$ cat src/rtl/paralelo_serial_tx_pkg.sv
// Shared line constants and transmitter state encoding for the serial link.
// The receive-side sync detector imports the same comma/idle values.
package paralelo_serial_tx_pkg;

  localparam logic [7:0] CommaByte = 8'hBC;
  localparam logic [7:0] IdleByte  = 8'h7C;

  typedef enum logic {
    StSync   = 1'b0,
    StActive = 1'b1
  } tx_state_e;

endpackage

$ cat src/rtl/paralelo_serial_tx.sv
// Parallel-to-serial transmitter: MSB-first shifter that sends a comma burst
// after reset, then user bytes via valid/ready or idle fill when none offered.
module paralelo_serial_tx
  import paralelo_serial_tx_pkg::*;
#(
  parameter int unsigned NUM_COMMA = 4,
  parameter logic [7:0]  COMMA     = CommaByte,
  parameter logic [7:0]  IDLE      = IdleByte
) (
  input  logic       clk_32f,
  input  logic       reset,
  input  logic [7:0] data_in,
  input  logic       valid_in,
  output logic       ready_out,
  output logic       data_out,
  output logic       active_out
);

  localparam logic [3:0] CommaLast = 4'(NUM_COMMA - 1);

  tx_state_e  state_q;
  logic [7:0] shreg_q;
  logic [2:0] bit_cnt_q;
  logic [3:0] comma_cnt_q;
  logic       data_out_q;

  logic       last_bit;
  logic       sync_done;
  logic [7:0] active_byte;

  always_comb begin
    last_bit    = (bit_cnt_q == 3'd7);
    sync_done   = (comma_cnt_q == CommaLast);
    active_byte = valid_in ? data_in : IDLE;
    // Depends on registers and reset only, so upstream may wait on it combinationally.
    ready_out   = reset && last_bit && ((state_q == StActive) || sync_done);
  end

  always_ff @(posedge clk_32f) begin
    if (!reset) begin
      state_q     <= StSync;
      shreg_q     <= COMMA;
      bit_cnt_q   <= 3'd0;
      comma_cnt_q <= 4'd0;
      data_out_q  <= 1'b0;
    end else begin
      data_out_q <= shreg_q[3'd7 - bit_cnt_q];
      bit_cnt_q  <= bit_cnt_q + 3'd1;
      if (last_bit) begin
        unique case (state_q)
          StSync: begin
            if (sync_done) begin
              state_q <= StActive;
              shreg_q <= active_byte;
            end else begin
              comma_cnt_q <= comma_cnt_q + 4'd1;
              shreg_q     <= COMMA;
            end
          end
          StActive: shreg_q <= active_byte;
        endcase
      end
    end
  end

  assign data_out   = data_out_q;
  assign active_out = (state_q == StActive);

endmodule

$ cat config.mk
export PLATFORM = sky130hd
export DESIGN_NAME = paralelo_serial_tx
export DESIGN_NICKNAME = d
export VERILOG_FILES = /design/src/rtl/paralelo_serial_tx_pkg.sv /design/src/rtl/paralelo_serial_tx.sv
export SDC_FILE = /design/constraint.sdc
export NUM_CORES = 1
export LEC_CHECK = 0
export BUFFER_PORTS_ARGS = -buffer_cell sky130_fd_sc_hd__buf_2
export CAP_MARGIN = 15
export CORE_MARGIN = 2
export CORE_UTILIZATION = 50
export CTS_BUF_LIST = sky130_fd_sc_hd__clkbuf_4 sky130_fd_sc_hd__clkbuf_8
export DETAILED_ROUTE_END_ITERATION = 6
export GPL_TIMING_DRIVEN = 0
export PLACE_DENSITY = 0.86
export SETUP_SLACK_MARGIN = 0.3
export SYNTH_ARGS = -nofsm -noshare
export SYNTH_HDL_FRONTEND = slang
export SYNTH_SLANG_ARGS = --single-unit
$ cat constraint.sdc
create_clock -name clk_32f -period 1.47 [get_ports clk_32f]
set_clock_uncertainty 0.2 [all_clocks]
set_input_delay 0.0735 -clock clk_32f [delete_from_list [all_inputs] [get_ports clk_32f]]
set_output_delay 0.0735 -clock clk_32f [all_outputs]
set_load 0.1 [all_outputs]
==> results of run 1 <==
==> synthesized netlist by cell type <==
cell type | instances | area, um^2
nor3b_1 | 1 | 7.510
or3_1 | 2 | 12.51
clkbuf_1 | 2 | 7.510
ha_1 | 3 | 37.54
nor3b_2 | 1 | 12.51
nand3_1 | 3 | 15.01
nor2_1 | 8 | 30.03
dfxtp_1 | 17 | 340.3
or3_2 | 1 | 7.510
mux2i_1 | 1 | 10.01
o31ai_1 | 2 | 15.01
mux4_1 | 1 | 26.28
o21a_1 | 3 | 22.52
nand3b_1 | 3 | 22.52
a311oi_1 | 1 | 8.760
inv_1 | 4 | 15.01
mux2_2 | 1 | 11.26
a22oi_1 | 2 | 15.01
nor3_1 | 1 | 5.000
a21oi_1 | 4 | 20.02
o21ai_0 | 6 | 30.03
and2_1 | 2 | 12.51
o32a_1 | 2 | 20.02
o21ai_1 | 1 | 5.000
nand3b_4 | 1 | 20.02
clkbuf_8 | 1 | 13.76
or4_1 | 2 | 15.01
nand2_1 | 2 | 7.510
a31oi_1 | 1 | 6.260
==> layer usage <==
metal  part of all wire  vias up  GRT usage
met5                  0        -          0
met4              0.030        0     0.1333
met2               0.51       36     0.4627
met1               0.42      396     0.3439
li1                   -      370          -
met3              0.040        8    0.05532
==> registers in the layout, indices dropped and copies added (netlist names) <==
name,flops
active_out,1
bit_cnt_q,3
comma_cnt_q,4
data_out,1
shreg_q,8
==> cell families (layout without fill, tap and decap cells) <==
family	after synthesis	after routing	synth area share
buf+inv	7	44	0.04700
mux	3	3	0.06159
compound gates	22	22	0.1848
fa+ha+maj	3	3	0.04863
flops	17	17	0.4408
simple gates	27	27	0.2172
==> cell type report <==
| type | count | area [um^2] | share of cell area |
|---|---|---|---|
| Multi-Input combinational cell | 55 | 509.2 | 0.4014 |
| Sequential cell | 17 | 364.1 | 0.2870 |
| Timing Repair Buffer | 33 | 299.0 | 0.2357 |
| Buffer | 3 | 31.28 | 0.02465 |
| Clock buffer | 4 | 30.03 | 0.02367 |
| Tap cell | 16 | 20.02 | 0.01578 |
| Inverter | 4 | 15.01 | 0.01183 |
==> critical path, stage by stage, from the launching register on <==
cell and delay (ps):
dfxtp_4 360, ha_4 150, nor3b_4 160, buf_6 150, or4_4 480, a21oi_2 150
==> power groups by stage <==
| stage | clock network [uW] | registers [uW] | logic [uW] |
|---|---|---|---|
| 2_1_floorplan | 0 | 512 | 43.4 |
| 3_3_place_gp | 0 | 494 | 87.0 |
| 3_5_place_dp | 0 | 494 | 90.2 |
| 4_1_cts | 269 | 478 | 125 |
| 5_1_grt | 281 | 478 | 165 |
| 6_report | 263 | 477 | 154 |
==> worst paths after layout <==
path / start / endpoint / slack (ps) / cells after the start
worst max-delay path: comma_cnt_q[1] / comma_cnt_q[2] / -240 / 5
worst min-delay path: data_in[5] / shreg_q[5] / -70 / 3
worst max register to register: comma_cnt_q[1] / comma_cnt_q[2] / -240 / 5
worst min register to register: shreg_q[0] / shreg_q[0] / 290 / 2
==> per-stage QoR <==
step / util / instances
finish: 0.8622 / 132
global route: 0.8622 / 132
CTS: 0.7891 / 128
detailed placement: 0.6352 / 108
global placement: 0.6352 / 108
floorplan: - / 79
==> repair_timing <==
item | CTS | global route
resized for setup | 17 | 19
endpoints found under the setup margin | 18 | 18
setup buffers | 6 | 4
endpoints found under the hold margin | 9 | 2
gates cloned | 1 | 0
pin swaps | 3 | 6
==> results_tabular.tex, run 1 <==
\begin{tabular}{lr}
\hline
Metric & Value \\
\hline
\multicolumn{2}{l}{\textbf{Outcome}} \\
Run status & finished, violations left \\
Failing checks & negative hold slack, negative setup slack \\
\multicolumn{2}{l}{\textbf{Global routing}} \\
Largest net degree at the start of global routing & 11 \\
Number of global-route vias before repair & 760 \\
Global-route usage over all layers & 0.2800 \\
Initial antenna violation count & 0 \\
Global-route wire length before repair & around 3.8 mm \\
GRT overflow & 0 \\
\multicolumn{2}{l}{\textbf{Drt}} \\
Violation count after the first detailed-route iteration & 32 \\
Final Routed Wirelength & 2.708 mm \\
Number of optimization iterations in the first detailed-route pass & 4 \\
Average wire length per cell after detail routing & 20.52 um \\
Vias per cell & 6.136 \\
Post-route DRC & 0 \\
Number of vias after detailed routing & 810 \\
Antenna-violating nets left & 0 \\
\multicolumn{2}{l}{\textbf{Floorplanning}} \\
Effective utilization at floorplan & 0.5247 \\
Height of the chip & approximately 43 um \\
Area of the die & about 0.0019 mm\^{}2 \\
Core ar. & 0.001471 mm\^{}2 \\
Number of top-level design ports & 14 \\
Chip Width & 43.30 um \\
Row Count & 14 \\
\multicolumn{2}{l}{\textbf{Timing}} \\
RSZ-0062 raised after global routing & yes \\
Slew @ Worst Pin & 501.4 ps \\
Worst Hold Margin & -68.62 ps \\
Hold violation total from the final report & 2 \\
Final min period & roughly 1700 ps \\
Fin. max-slew vios & 0 \\
Worst slew margin & 0.6657 \\
Post-route setup TNS & -1358 ps \\
Final Setup Violations & 13 \\
Maximum frequency from static timing analysis & about 580 MHz \\
Worst setup margin & -241.3 ps \\
Period utilisation layout & 1.164 \\
\multicolumn{2}{l}{\textbf{Worst setup path}} \\
Crit Path Class & flip-flop to flip-flop \\
Arrival time at the worst endpoint & about 1700 ps \\
Critical path launch point type & flip-flop \\
Critical path data required time & 1490 ps \\
Largest fanout of any net on the critical path & 9 \\
Capturing element type of the critical path & flip-flop \\
\multicolumn{2}{l}{\textbf{Finish}} \\
Area growth from synthesis to final layout & 64.34\% \\
\# nets final & 131 \\
Fin area & between 0.001 and 0.0015 mm\^{}2 \\
Commonest non-fill, non-tap cells in the layout & dfxtp\_1, buf\_2, dlygate4sd3\_1 \\
Layout cells sized above 1 & 0.5086 \\
Filler cells & 67 \\
Antenna Diode Count & 0 \\
\multicolumn{2}{l}{\textbf{Power and ir drop}} \\
Internal portion of total power & about 670 uW \\
Switching power & 227.1 uW \\
Power per unit of standard cell area & 704.7 mW/mm\^{}2 \\
Clock Power Share & 0.294 \\
Overall Power & 894.1 uW \\
Static leakage power & 0.0005066 uW \\
Part of the power in registers & 0.534 \\
Switching fraction of total power & 0.2540 \\
Worst-case vdd ir drop & 0.0007087 V \\
Share of power burned in combinational logic & 0.172 \\
\multicolumn{2}{l}{\textbf{Clock tree}} \\
Post-cts hold buffer count & 9 \\
Total number of clock tree sinks & 17 \\
Clock insertion delay at the later pin of the skew report & 280 ps \\
TritonCTS clock tree & yes \\
Maximum level of the CTS H-tree & 1 \\
Clock input transition at the sequential cells of the worst setup and hold paths & $\sim$90 ps \\
CTS buffer count & 3 \\
Max Root-Sink Buffers & 2 \\
Root buf cell & clkbuf\_4 \\
\multicolumn{2}{l}{\textbf{Run}} \\
Total of max-cap violations & 0 \\
\multicolumn{2}{l}{\textbf{Synthesis}} \\
Number of unique standard cell types used by synthesis & 29 \\
Syn Inst Count & 79 \\
Syn\_area\_per\_cell & just under 10 um\^{}2 \\
Count of state elements after synthesis & 17 \\
Post-Synthesis Net Count & 93 \\
Post-synth design cell area & 772.0 um\^{}2 \\
Post-synthesis sequential area ratio & 0.4408 \\
Synthesis warning total & 0 \\
\multicolumn{2}{l}{\textbf{Place}} \\
Half-perimeter wire length after detailed placement & 1.199 mm \\
Routability Congestion & between 0.7 and 0.8 \\
Worst slack at placement & -413.9 ps \\
Placement-stage cell area & 934.6 um\^{}2 \\
IO Port Bufs & 13 \\
\multicolumn{2}{l}{\textbf{Min path}} \\
Type of the tightest min-delay check & input port to flip-flop \\
\hline
\end{tabular}
(Power assumes the default switching activity.)
==> run 2: changes to the inputs <==
--- a/config.mk
+++ b/config.mk
@@ -5,6 +5,7 @@
 export SDC_FILE = /design/constraint.sdc
 export NUM_CORES = 1
 export LEC_CHECK = 0
+export ABC_AREA = 1
 export BUFFER_PORTS_ARGS = -buffer_cell sky130_fd_sc_hd__buf_2
 export CAP_MARGIN = 15
 export CORE_MARGIN = 2
@@ -12,7 +13,7 @@
 export CTS_BUF_LIST = sky130_fd_sc_hd__clkbuf_4 sky130_fd_sc_hd__clkbuf_8
 export DETAILED_ROUTE_END_ITERATION = 6
 export GPL_TIMING_DRIVEN = 0
-export PLACE_DENSITY = 0.86
+export PLACE_DENSITY = 0.85
 export SETUP_SLACK_MARGIN = 0.3
 export SYNTH_ARGS = -nofsm -noshare
 export SYNTH_HDL_FRONTEND = slang
==> run 2 against run 1 <==
  * The flow still finishes with violations (negative hold slack, negative setup slack)
  * Area after synthesis rose by 8.4%
  * Register-to-register slack gained 140 ps
  * Critical endpoint is now ready_out
  * Fmax grew 4.2%
  * Wire length is 11% lower
  * First-iteration DRC count is 34% higher
  * Synthesized cell count grew 51%
  * Global-route usage shrank 2.5 points
  * Die area grew 7.6%
  * Hold slack improved by 54 ps
  * Non-clock buffer count fell by 2
  * Flip-flop and latch count unchanged
  * Clock-buffer cell count fell by 1
  * Largest power group unchanged
==> results_tabular.tex, run 2 <==
\begin{tabular}{lr}
\hline
Metric & Value \\
\hline
\multicolumn{2}{l}{\textbf{Worst setup path}} \\
Capturing element type of the critical path & output port \\
Critical path data required time & about 1200 ps \\
Longest individual stage delay on the worst path & 350 ps \\
Arrival time at the worst endpoint & 1370 ps \\
Critical path, cell by cell & ha\_2, nand2\_2, nand2\_4, nand2\_8, nor2\_4, buf\_12 \\
Cell type of the slowest stage on the worst timing path & dfxtp\_2 \\
Crit Path Class & flip-flop to output port \\
Critical path buffers and inverters & 1 \\
Largest fanout of any net on the critical path & 2 \\
Critical path launch point type & flip-flop \\
Reg2Reg Depth & 8 \\
Largest delay contributor family on the critical path & flip-flops \\
Worst path depth & 6 \\
\multicolumn{2}{l}{\textbf{Synthesis}} \\
Most numerous cell types in the synthesized netlist & nand2\_1, dfxtp\_1, inv\_1 \\
Post-Synthesis Net Count & 133 \\
Main area contributors after synthesis & dfxtp\_1, nand2\_1, inv\_1, nor2\_1, ha\_1 \\
Leading area contributor after synthesis & dfxtp\_1 \\
Portion of synthesized cell area occupied by the leading cell type & 0.4066 \\
Fraction of synthesis flops using an asynchronous set or reset pin & 0 \\
Most common flop cell mapped by yosys & dfxtp\_1 \\
Count of state elements after synthesis & 17 \\
Syn Inst Count & between 100 and 150 \\
Syn\_area\_per\_cell & 7.034 um\^{}2 \\
Number of unique standard cell types used by synthesis & 20 \\
Post-synth design cell area & between 800 and 900 um\^{}2 \\
Post-synthesis sequential area ratio & 0.4066 \\
Number of flops mapped to enable cells by yosys & 0 \\
Most common cell in the netlist & nand2\_1 \\
Synthesis warning total & 0 \\
\multicolumn{2}{l}{\textbf{Floorplanning}} \\
Area of the die & 0.002017 mm\^{}2 \\
Chip Width & 44.92 um \\
Effective utilization at floorplan & 0.5430 \\
Core ar. & 0.001541 mm\^{}2 \\
Height of the chip & 44.92 um \\
Number of top-level design ports & 14 \\
Row Count & 14 \\
\multicolumn{2}{l}{\textbf{Power and ir drop}} \\
Switching power & 255.3 uW \\
Switching fraction of total power & 0.2837 \\
Part of the power in registers & 0.534 \\
Static leakage power & about 0.00057 uW \\
Power per unit of standard cell area & 705.8 mW/mm\^{}2 \\
Clock Power Share & 0.287 \\
Internal portion of total power & approximately 640 uW \\
Share of power burned in combinational logic & 0.179 \\
Worst-case vdd ir drop & 0.0008530 V \\
\multicolumn{2}{l}{\textbf{Timing}} \\
Slew @ Worst Pin & 363.1 ps \\
Hold violation total from the final report & 7 \\
Worst setup margin & -173.2 ps \\
Maximum frequency from static timing analysis & 608.6 MHz \\
Fin. max-slew vios & 0 \\
RSZ-0062 raised after global routing & yes \\
Final Setup Violations & 13 \\
Post-route setup TNS & -551.4 ps \\
Period utilisation layout & 1.118 \\
Worst slew margin & 0.7580 \\
Final min period & 1643 ps \\
Worst Hold Margin & -14.23 ps \\
\multicolumn{2}{l}{\textbf{Finish}} \\
Max FFs per register & 8 \\
Layout cells sized above 1 & 0.3571 \\
Finished Core Util & 0.8271 \\
Commonest non-fill, non-tap cell in the layout & nand2\_1 \\
Antenna Diode Count & 0 \\
Combined flip-flop and latch cell area & 357.8 um\^{}2 \\
\# nets final & $\sim$170 \\
Area growth from synthesis to final layout & 52.32\% \\
Area occupied by multi-input gates & 485.5 um\^{}2 \\
Largest registers & shreg\_q: 8 flops, comma\_cnt\_q: 4 flops, bit\_cnt\_q: 3 flops \\
Filler cells & 90 \\
Register bank with the most flops & shreg\_q \\
Commonest non-fill, non-tap cells in the layout & nand2\_1, inv\_1 \\
\multicolumn{2}{l}{\textbf{Global routing}} \\
Number of global-route vias before repair & 843 \\
Largest net degree at the start of global routing & 11 \\
Global-route usage over all layers & 0.2546 \\
Initial antenna violation count & 0 \\
GRT overflow & 0 \\
Global-route wire length before repair & 3.601 mm \\
\multicolumn{2}{l}{\textbf{Min path}} \\
Type of the tightest min-delay check & input port to flip-flop \\
Count of cells along the worst hold path & 3 \\
\multicolumn{2}{l}{\textbf{Place}} \\
Half-perimeter wire length after detailed placement & about 1.2 mm \\
Worst slack at placement & -194.1 ps \\
Routability Congestion & 0.7624 \\
IO Port Bufs & 11 \\
\multicolumn{2}{l}{\textbf{Clock tree}} \\
Root buf cell & clkbuf\_4 \\
Clock insertion delay at the later pin of the skew report & approximately 300 ps \\
Post-cts hold buffer count & 9 \\
Maximum level of the CTS H-tree & 1 \\
CTS buffer count & 3 \\
TritonCTS clock tree & yes \\
Clock input transition at the sequential cells of the worst setup and hold paths & 100 ps \\
Total number of clock tree sinks & 17 \\
Max Root-Sink Buffers & 2 \\
\multicolumn{2}{l}{\textbf{Drt}} \\
Number of optimization iterations in the first detailed-route pass & 4 \\
Antenna-violating nets left & 0 \\
Post-route DRC & 0 \\
Vias per cell & $\sim$5.3 \\
Violation count after the first detailed-route iteration & 43 \\
Number of vias after detailed routing & 909 \\
Final Routed Wirelength & between 2 and 2.5 mm \\
Average wire length per cell after detail routing & between 10 and 15 um \\
\multicolumn{2}{l}{\textbf{Run}} \\
Total of max-cap violations & 0 \\
\multicolumn{2}{l}{\textbf{Outcome}} \\
Failing checks & negative hold slack, negative setup slack \\
Run status & finished, violations left \\
\hline
\end{tabular}
-- run 2: changes by cell type in the layout (fill, tap and decap cells not counted), moves of 4 or more --
| cell | before | now |
|---|---|---|
| a21oi_1 | 0 | 7 |
| a21oi_2 | 4 | 0 |
| dfxtp_2 | 1 | 5 |
| nand2_1 | 2 | 32 |
| inv_1 | 4 | 14 |
-- run 2: power by group through the flow --
| stage | clock network (uW) | logic, uW | registers, uW |
|---|---|---|---|
| 2_1_floorplan | 0 | 49.4 | 516 |
| 3_3_place_gp | 0 | 94.5 | 493 |
| 3_5_place_dp | 0 | 98.1 | 493 |
| 4_1_cts | 257 | 137 | 478 |
| 5_1_grt | 277 | 175 | 482 |
| 6_report | 258 | 161 | 481 |
-- run 2: cells by family (layout without fill, tap and decap cells) --
group	after synthesis	count (layout)	share of synthesized area
simple gates	61	61	0.3423
buf+inv	21	56	0.09715
flops	17	17	0.4066
compound gates	16	16	0.09866
fa+ha+maj	3	3	0.04485
xor+xnor	1	1	0.01047
-- run 2: final timing paths --
path,startpoint,end,slack [ps]
worst min-delay path,reset,comma_cnt_q[2],-10
worst max-delay path,comma_cnt_q[1],ready_out,-170
worst min register to register,shreg_q[1],shreg_q[1],290
worst max register to register,bit_cnt_q[0],shreg_q[3],-100
-- run 2: per-layer routing --
metal  vias to the layer above  share of wire  track usage
met5                         -              0            0
met4                         0          0.037       0.2118
met3                        11          0.085      0.04400
met2                        51           0.49       0.4174
met1                       407           0.39       0.2861
li1                        440              -            -
-- run 2: final cells by class --
cell class / count / area share
clock buffer: 3 / 0.01766
timing repair buffer: 31 / 0.2218
inverter: 18 / 0.06084
sequential: 17 / 0.2807
multi-input combinational: 81 / 0.3808
clock inverter: 1 / 0.003925
buffer: 3 / 0.01865
tap: 16 / 0.01570
-- run 2: tightest hold or removal path: stages --
cell and delay (ps):
buf_2 110, clkinv_1 200, a21oi_1 70
-- run 2: what timing repair did --
item / in CTS / in global routing
pin swaps: 5 / 6
endpoints found under the setup margin: 16 / 17
resized for setup: 17 / 17
setup buffers: 8 / 3
hold endpoints to repair: 11 / 2
-- run 2: stage by stage --
| step | std cells | area, um^2 | power (uW) |
|---|---|---|---|
| 2_1_floorplan | 119 | 895.9 | 565.4 |
| 3_3_place_gp | 146 | 970.9 | 587.4 |
| 3_5_place_dp | 146 | 970.9 | 591.2 |
| 4_1_cts | 167 | 1196 | 871.8 |
| 5_1_grt | 170 | 1275 | 934.4 |
| 6_report | 170 | 1275 | 899.9 |
